==> src/rtl/mem_pkg.sv <==
// Shared definitions for the memory-stage load/store unit: funct3 encodings,
// FSM state type, timeout default and the byte-lane offset helper.
package mem_pkg;

    localparam logic [2:0] F3_B  = 3'b000;
    localparam logic [2:0] F3_H  = 3'b001;
    localparam logic [2:0] F3_W  = 3'b010;
    localparam logic [2:0] F3_BU = 3'b100;
    localparam logic [2:0] F3_HU = 3'b101;

    localparam logic [7:0] TIMEOUT_DEFAULT = 8'd255;

    typedef enum logic [1:0] {
        IDLE = 2'd0,
        REQ  = 2'd1,
        WAIT = 2'd2,
        DONE = 2'd3
    } state_e;

    // Lane offset within the word: halfwords only honour addr[1], words none.
    function automatic logic [1:0] lane_offset(input logic [2:0] funct3, input logic [1:0] addr);
        logic [1:0] off;
        case (funct3)
            F3_B, F3_BU: off = addr;
            F3_H, F3_HU: off = {addr[1], 1'b0};
            default:     off = 2'b00;
        endcase
        return off;
    endfunction

endpackage

==> src/rtl/load_align.sv <==
// Combinational load data alignment: selects the byte/half/word lane from the
// bus word and sign- or zero-extends it according to funct3.
module load_align
    import mem_pkg::*;
(
    input  logic [31:0] i_word,
    input  logic [1:0]  i_addr,
    input  logic [2:0]  i_funct3,
    output logic [31:0] o_rdata
);

    logic [1:0]  off_s;
    logic [31:0] shifted_s;

    // Shift the addressed lane down to bit 0, then extend to 32 bits.
    always_comb begin
        off_s     = lane_offset(i_funct3, i_addr);
        shifted_s = i_word >> {off_s, 3'b000};
        case (i_funct3)
            F3_B:    o_rdata = {{24{shifted_s[7]}}, shifted_s[7:0]};
            F3_BU:   o_rdata = {24'h000000, shifted_s[7:0]};
            F3_H:    o_rdata = {{16{shifted_s[15]}}, shifted_s[15:0]};
            F3_HU:   o_rdata = {16'h0000, shifted_s[15:0]};
            default: o_rdata = shifted_s;
        endcase
    end

endmodule

==> src/rtl/mem_access_unit.sv <==
// Memory-stage load/store unit: turns M-stage load/store control into a
// valid/ready bus transaction, raises the pipeline stall while it is
// outstanding and aligns load data. Define MEM_MISALIGN_TRAP_EN to flag
// misaligned halfword/word accesses instead of issuing them.
module mem_access_unit
    import mem_pkg::*;
#(
    parameter logic [7:0] TIMEOUT = TIMEOUT_DEFAULT
) (
    input  logic        i_clk,
    input  logic        i_rst_n,
    input  logic        i_ctrl_m_mem_read,
    input  logic        i_ctrl_m_mem_write,
    input  logic [2:0]  i_ctrl_m_funct3,
    input  logic [31:0] i_data_m_addr,
    input  logic [31:0] i_data_m_wdata,
    output logic [31:0] o_data_m_rdata,
    output logic        o_data_m_stall,
    output logic        o_data_m_bus_err,
    output logic        o_data_m_misaligned,
    output logic        o_bus_req_valid,
    input  logic        i_bus_req_ready,
    output logic        o_bus_we,
    output logic [31:0] o_bus_addr,
    output logic [31:0] o_bus_wdata,
    output logic [3:0]  o_bus_be,
    input  logic        i_bus_rsp_valid,
    input  logic [31:0] i_bus_rdata
);

    state_e      state_q, state_d;
    logic [7:0]  cnt_q, cnt_d;
    logic [31:0] word_q, word_d;
    logic        err_q, err_d;
    logic        mem_op_s, mis_s, op_s, timeout_s;
    logic [1:0]  lane_s;
    logic [31:0] aligned_s;

    // Gating with reset forces every output low while reset is held.
    assign mem_op_s = i_rst_n & (i_ctrl_m_mem_read | i_ctrl_m_mem_write);

`ifdef MEM_MISALIGN_TRAP_EN
    assign mis_s = mem_op_s &
                   ((((i_ctrl_m_funct3 == F3_H) || (i_ctrl_m_funct3 == F3_HU)) && i_data_m_addr[0]) ||
                    ((i_ctrl_m_funct3 == F3_W) && (i_data_m_addr[1:0] != 2'b00)));
`else
    assign mis_s = 1'b0;
`endif

    assign op_s      = mem_op_s & ~mis_s;
    assign timeout_s = (cnt_q == (TIMEOUT - 8'd1));
    assign lane_s    = lane_offset(i_ctrl_m_funct3, i_data_m_addr[1:0]);

    load_align u_load_align (
        .i_word   (word_q),
        .i_addr   (i_data_m_addr[1:0]),
        .i_funct3 (i_ctrl_m_funct3),
        .o_rdata  (aligned_s)
    );

    // State register with timeout counter, captured read word and error flag.
    always_ff @(posedge i_clk or negedge i_rst_n) begin
        if (!i_rst_n) begin
            state_q <= IDLE;
            cnt_q   <= 8'd0;
            word_q  <= 32'h0000_0000;
            err_q   <= 1'b0;
        end else begin
            state_q <= state_d;
            cnt_q   <= cnt_d;
            word_q  <= word_d;
            err_q   <= err_d;
        end
    end

    // Next-state logic; normal completion wins over a coincident timeout.
    always_comb begin
        state_d = state_q;
        cnt_d   = cnt_q;
        word_d  = word_q;
        err_d   = 1'b0;
        case (state_q)
            IDLE: begin
                cnt_d  = 8'd0;
                word_d = 32'h0000_0000;
                if (op_s && i_bus_req_ready) begin
                    state_d = i_ctrl_m_mem_read ? WAIT : DONE;
                end else if (op_s) begin
                    state_d = REQ;
                end else begin
                    state_d = IDLE;
                end
            end
            REQ: begin
                cnt_d = cnt_q + 8'd1;
                if (i_bus_req_ready) begin
                    state_d = i_ctrl_m_mem_read ? WAIT : DONE;
                end else if (timeout_s) begin
                    state_d = DONE;
                    err_d   = 1'b1;
                end else begin
                    state_d = REQ;
                end
            end
            WAIT: begin
                cnt_d = cnt_q + 8'd1;
                if (i_bus_rsp_valid) begin
                    word_d  = i_bus_rdata;
                    state_d = DONE;
                end else if (timeout_s) begin
                    word_d  = 32'h0000_0000;
                    state_d = DONE;
                    err_d   = 1'b1;
                end else begin
                    state_d = WAIT;
                end
            end
            DONE: begin
                cnt_d   = 8'd0;
                state_d = IDLE;
            end
            default: begin
                cnt_d   = 8'd0;
                state_d = IDLE;
            end
        endcase
    end

    // FSM outputs: handshake, stall and the load result presented in DONE.
    always_comb begin
        o_bus_req_valid = 1'b0;
        o_data_m_stall  = 1'b0;
        o_data_m_rdata  = 32'h0000_0000;
        case (state_q)
            IDLE: begin
                o_bus_req_valid = op_s;
                o_data_m_stall  = op_s;
            end
            REQ: begin
                o_bus_req_valid = 1'b1;
                o_data_m_stall  = 1'b1;
            end
            WAIT: o_data_m_stall = 1'b1;
            DONE: o_data_m_rdata = aligned_s;
            default: o_data_m_stall = 1'b0;
        endcase
    end

    // Request fields follow the frozen M-stage inputs directly.
    always_comb begin
        o_bus_we    = 1'b0;
        o_bus_addr  = 32'h0000_0000;
        o_bus_wdata = 32'h0000_0000;
        o_bus_be    = 4'b0000;
        if (op_s) begin
            o_bus_we   = i_ctrl_m_mem_write;
            o_bus_addr = {i_data_m_addr[31:2], 2'b00};
            if (i_ctrl_m_mem_write) begin
                case (i_ctrl_m_funct3)
                    F3_B: begin
                        o_bus_be    = 4'b0001 << lane_s;
                        o_bus_wdata = {4{i_data_m_wdata[7:0]}};
                    end
                    F3_H: begin
                        o_bus_be    = 4'b0011 << lane_s;
                        o_bus_wdata = {2{i_data_m_wdata[15:0]}};
                    end
                    default: begin
                        o_bus_be    = 4'b1111;
                        o_bus_wdata = i_data_m_wdata;
                    end
                endcase
            end else begin
                o_bus_be = 4'b1111;
            end
        end else begin
            o_bus_we = 1'b0;
        end
    end

    assign o_data_m_bus_err    = err_q;
    assign o_data_m_misaligned = mis_s;

endmodule

==> config.mk <==
export PLATFORM = sky130hd
export DESIGN_NAME = mem_access_unit
export DESIGN_NICKNAME = d
export VERILOG_FILES = /design/src/rtl/mem_pkg.sv /design/src/rtl/load_align.sv /design/src/rtl/mem_access_unit.sv
export SDC_FILE = /design/constraint.sdc
export NUM_CORES = 1
export LEC_CHECK = 0
export BUFFER_PORTS_ARGS = -buffer_cell sky130_fd_sc_hd__buf_2
export CORE_ASPECT_RATIO = 1.75
export CORE_UTILIZATION = 46
export DETAILED_ROUTE_END_ITERATION = 7
export PLACE_DENSITY = 0.86
export RECOVER_POWER = 100
export SLEW_MARGIN = 25
export SYNTH_ARGS = -nofsm -noshare
export SYNTH_HDL_FRONTEND = slang
export SYNTH_SLANG_ARGS = --single-unit
==> constraint.sdc <==
create_clock -name i_clk -period 2.35 [get_ports i_clk]
set_input_delay 0.1175 -clock i_clk [delete_from_list [all_inputs] [get_ports i_clk]]
set_output_delay 0.1175 -clock i_clk [all_outputs]
set_load 0.03 [all_outputs]
==> key figures <==
Run status
  – Run status: completed

Synthesis
  – Synthesized area: between 0.003 and 0.004 mm2
  – Synthesis Warnings: 0
  – Synthesized-area fraction occupied by adder cells: 2.32%
  – Mapped Cells: approximately 400
  – Flops & latches, synth: 43
  – Synth Area in Compound Gates: between 20% and 30%
  – Mapped Avg Cell Area: 8.26 um2
  – Largest family of logic cells by synthesized area: simple AND/OR/NAND/NOR gates
  – Mux cell area share after synthesis: 5.41%
  – Post-Synth Simple-Gate Area: ~25%
  – Count of cell types in the netlist: 41
  – XOR/XNOR Fraction of Synth Area: ~1.6%
  – Register area share after synthesis: between 30% and 40%

Drt
  – Post-route ant nets: 0
  – Iteration-0 DRC Markers: about 150
  – Drc violations: 0
  – Vias: 3,698
  – 1st-pass router iterations: 4
  – Routed wire per std cell: approximately 17 um
  – Post-Route WL: around 11,000 um
  – Drt via density: between 5 and 6

Clocking
  – Clk buf depth: 2
  – Clock slew at reported path FFs: approximately 60 ps
  – H-tree Lvls: 2
  – Num CTS Buffers: 5
  – Clock Latency Late Sink: approximately 280 ps
  – Clock Tree Root: clkbuf_16
  – Clock sinks: 43
  – CTS tree: done

Setup path
  – Crit path buf inv count: 2
  – WP data arrival: approximately 2100 ps
  – R2R Path End: word_q[24]
  – CP max stage cell: or3b_1
  – Reg2reg start: state_q[0]
  – Most used cell, CP: clkbuf_2
  – CP Launch Type: input pin
  – Worst R2R Setup Slack: 660 ps
  – Critical Path Sink Type: output pin
  – Slowest stage delay, CP: approximately 640 ps
  – Cell family with most CP delay: simple AND/OR/NAND/NOR gates
  – Worst setup path start: i_ctrl_m_funct3[0]
  – Worst EP required: ~2200 ps
  – CP Class: input pin to output pin
  – Worst r2r path cells: 4
  – Crit-path cells: clkbuf_2 > or3b_1 > nand3_2 > o211a_2 > o22ai_1 > clkbuf_2
  – CP endpoint: o_data_m_rdata[12]
  – CP max FO: 25
  – CP Depth: 6

Final layout
  – Share of layout cells above drive strength 1: 27.5%
  – Area delta synth->final: 33.3%
  – Filler Cell Count: 632
  – Post-route design area: 0.00431 mm2
  – Nets@finish: around 690
  – Antenna cells: 0

Timing
  – Worst Max-Slew Pin Slew: 753 ps
  – Worst Clk Skew: roughly 4.6 ps
  – Final Hold Vio Count: 0
  – Worst slew margin: 49.8%
  – Minimum clock period: between 2000 and 2500 ps
  – Max Freq: around 0.45 GHz
  – Unrepaired setup endpoints after global routing: false
  – Setup TNS: 0 ps
  – Period Utilization, post-route: approximately 95%
  – Final Max Slew Viols: 0
  – Setup violators final: 0

Flow run
  – Max Cap Viol: 0

Floorplanning
  – Die Area: 0.00739 mm2
  – Initial Util: 47.2%
  – Die W: about 65 um
  – # rows: 40
  – # IOs: 210
  – Core area: about 0.0069 mm2
  – Die Height: ~110 um

GRT
  – Largest net degree at the start of global routing: 34
  – Total gr overflow: 0
  – First-pass GRT wire length: around 17,000 um
  – Tot GR Track Use: about 30%
  – Initial antenna violation count: 0
  – Vias in the first global route: about 3,400

Placement
  – DP Area: between 0.004 and 0.005 mm2
  – Routability cong.: between 0.8 and 0.9
  – DP HPWL: roughly 8600 um
  – I/O Buffers: a little over 200

Power
  – Pwr Density: ~730 mW/mm2
  – P_leak: 2.16 nW
  – Maximum VDD drop: about 1 mV

Hold path
  – HP Class: input pin to flip-flop
cells in the final DEF, fill, tap and decap left out, drive strengths merged, types with 2 or more instances in the layout:
cell and count:
dfrtp 43, nand2 62, a21oi 17, nand3 12
a211oi 9, nor2 12, buf 118, conb 3
o22ai 9, mux2i 16, nor3 3, a32oi 16
nor2b 6, and4 2, ha 6, and3 18
o21ai 22, xnor2 5, nand2b 2, and2 37
clkbuf 107, a22o 32, a31oi 4, inv 6
state kept, by name, indices dropped and copies added, names as in the netlist:
signal,cells
cnt_q,8
o_data_m_bus_err,1
word_q,32
state_q,2
power by group:
group	internal (W)	leakage, nW	switching [W]
logic	0.000463	1.50	0.000891
clock network	0.000452	0.0772	0.000260
registers	0.000914	0.587	0.000173
total	0.00183	2.16	0.00132
area by class of cell:
class	count	area (um2)	area share [%]
well taps	84	105	2.44
clock buffers	8	156	3.63
flip-flops and latches	43	1080	24.9
repair buffers	218	1020	23.7
multi-input cells	303	1930	44.8
inverters	6	22.5	0.522
how the worst min path moves through the flow:
stage | slack [ps] | startpoint | depth (start not counted) | to
2_1_floorplan | -180 | i_rst_n | 0 | cnt_q[0]
4_1_cts | 60 | i_bus_rdata[11] | 2 | word_q[11]
6_report | 60 | i_bus_rdata[26] | 2 | word_q[26]
3_3_place_gp | 10 | i_rst_n | 1 | cnt_q[0]
5_1_grt | 70 | i_bus_rdata[8] | 2 | word_q[8]
3_5_place_dp | 20 | i_rst_n | 1 | cnt_q[1]
per-stage QoR:
step           hold WS [ps]  worst slack (ps)  instances  util (%)  power [W]
3_3_place_gp           13.4               414        653      62.0    0.00240
6_report               61.2               125        662      62.9    0.00315
3_5_place_dp           20.8               321        653      62.0    0.00245
2_1_floorplan          -178               519        394         -    0.00203
5_1_grt                66.2              21.9        662      62.9    0.00332
4_1_cts                60.5              74.0        662      64.4    0.00316
layer usage:
metal  wire length [um]  up-vias  global-route usage [%]  part of all wire, %
li1                   -     1769                       -                    -
met1               4370     1709                    35.1                   39
met2               5810      189                    53.3                   52
met3                685       31                    3.53                  6.1
met4                385        0                    12.9                  3.4
met5                  0        -                       0                    0
timing repair:
action	CTS	global route
hold endpoints to repair	5	0
endpoints found under the setup margin	0	33
buffers inserted	0	0
resized for setup	0	4
hold buffers	1	0
cells by family after synthesis:
kind of cell	Yosys count
muxes	17
buffers and inverters	48
xor gates and xnor gates	6
adders and majority gates	6
other	1
DFF	43
and+or+nand+nor	159
AOI/OAI and AO/OA	112
cell usage after synthesis, drive strengths merged:
master	number	area, um2
o21a	1	7.51
and4	2	17.5
a32oi	16	140
xnor2	5	43.8
conb	1	3.75
and3	18	113
ha	6	75.1
mux2i	16	160
nand2	62	233
nand4	1	6.26
nor2	12	45.0
clkbuf	20	75.1
a21oi	17	85.1
buf	22	136
inv	6	22.5
o211a	1	17.5
or3b	1	8.76
o22ai	9	62.6
and2	37	231
xor2	1	8.76
nand2b	2	12.5
nor3	3	20.0
a221o	1	10.0
mux2	1	15.0
nand3	12	65.1
dfrtp	43	1080
nor2b	6	37.5
a22o	32	280
o21ai	22	110
a211oi	9	67.6
or3	1	6.26
or2	1	6.26
a31oi	4	25.0
nor3b	1	12.5
Power figures use the tool's default switching activity.
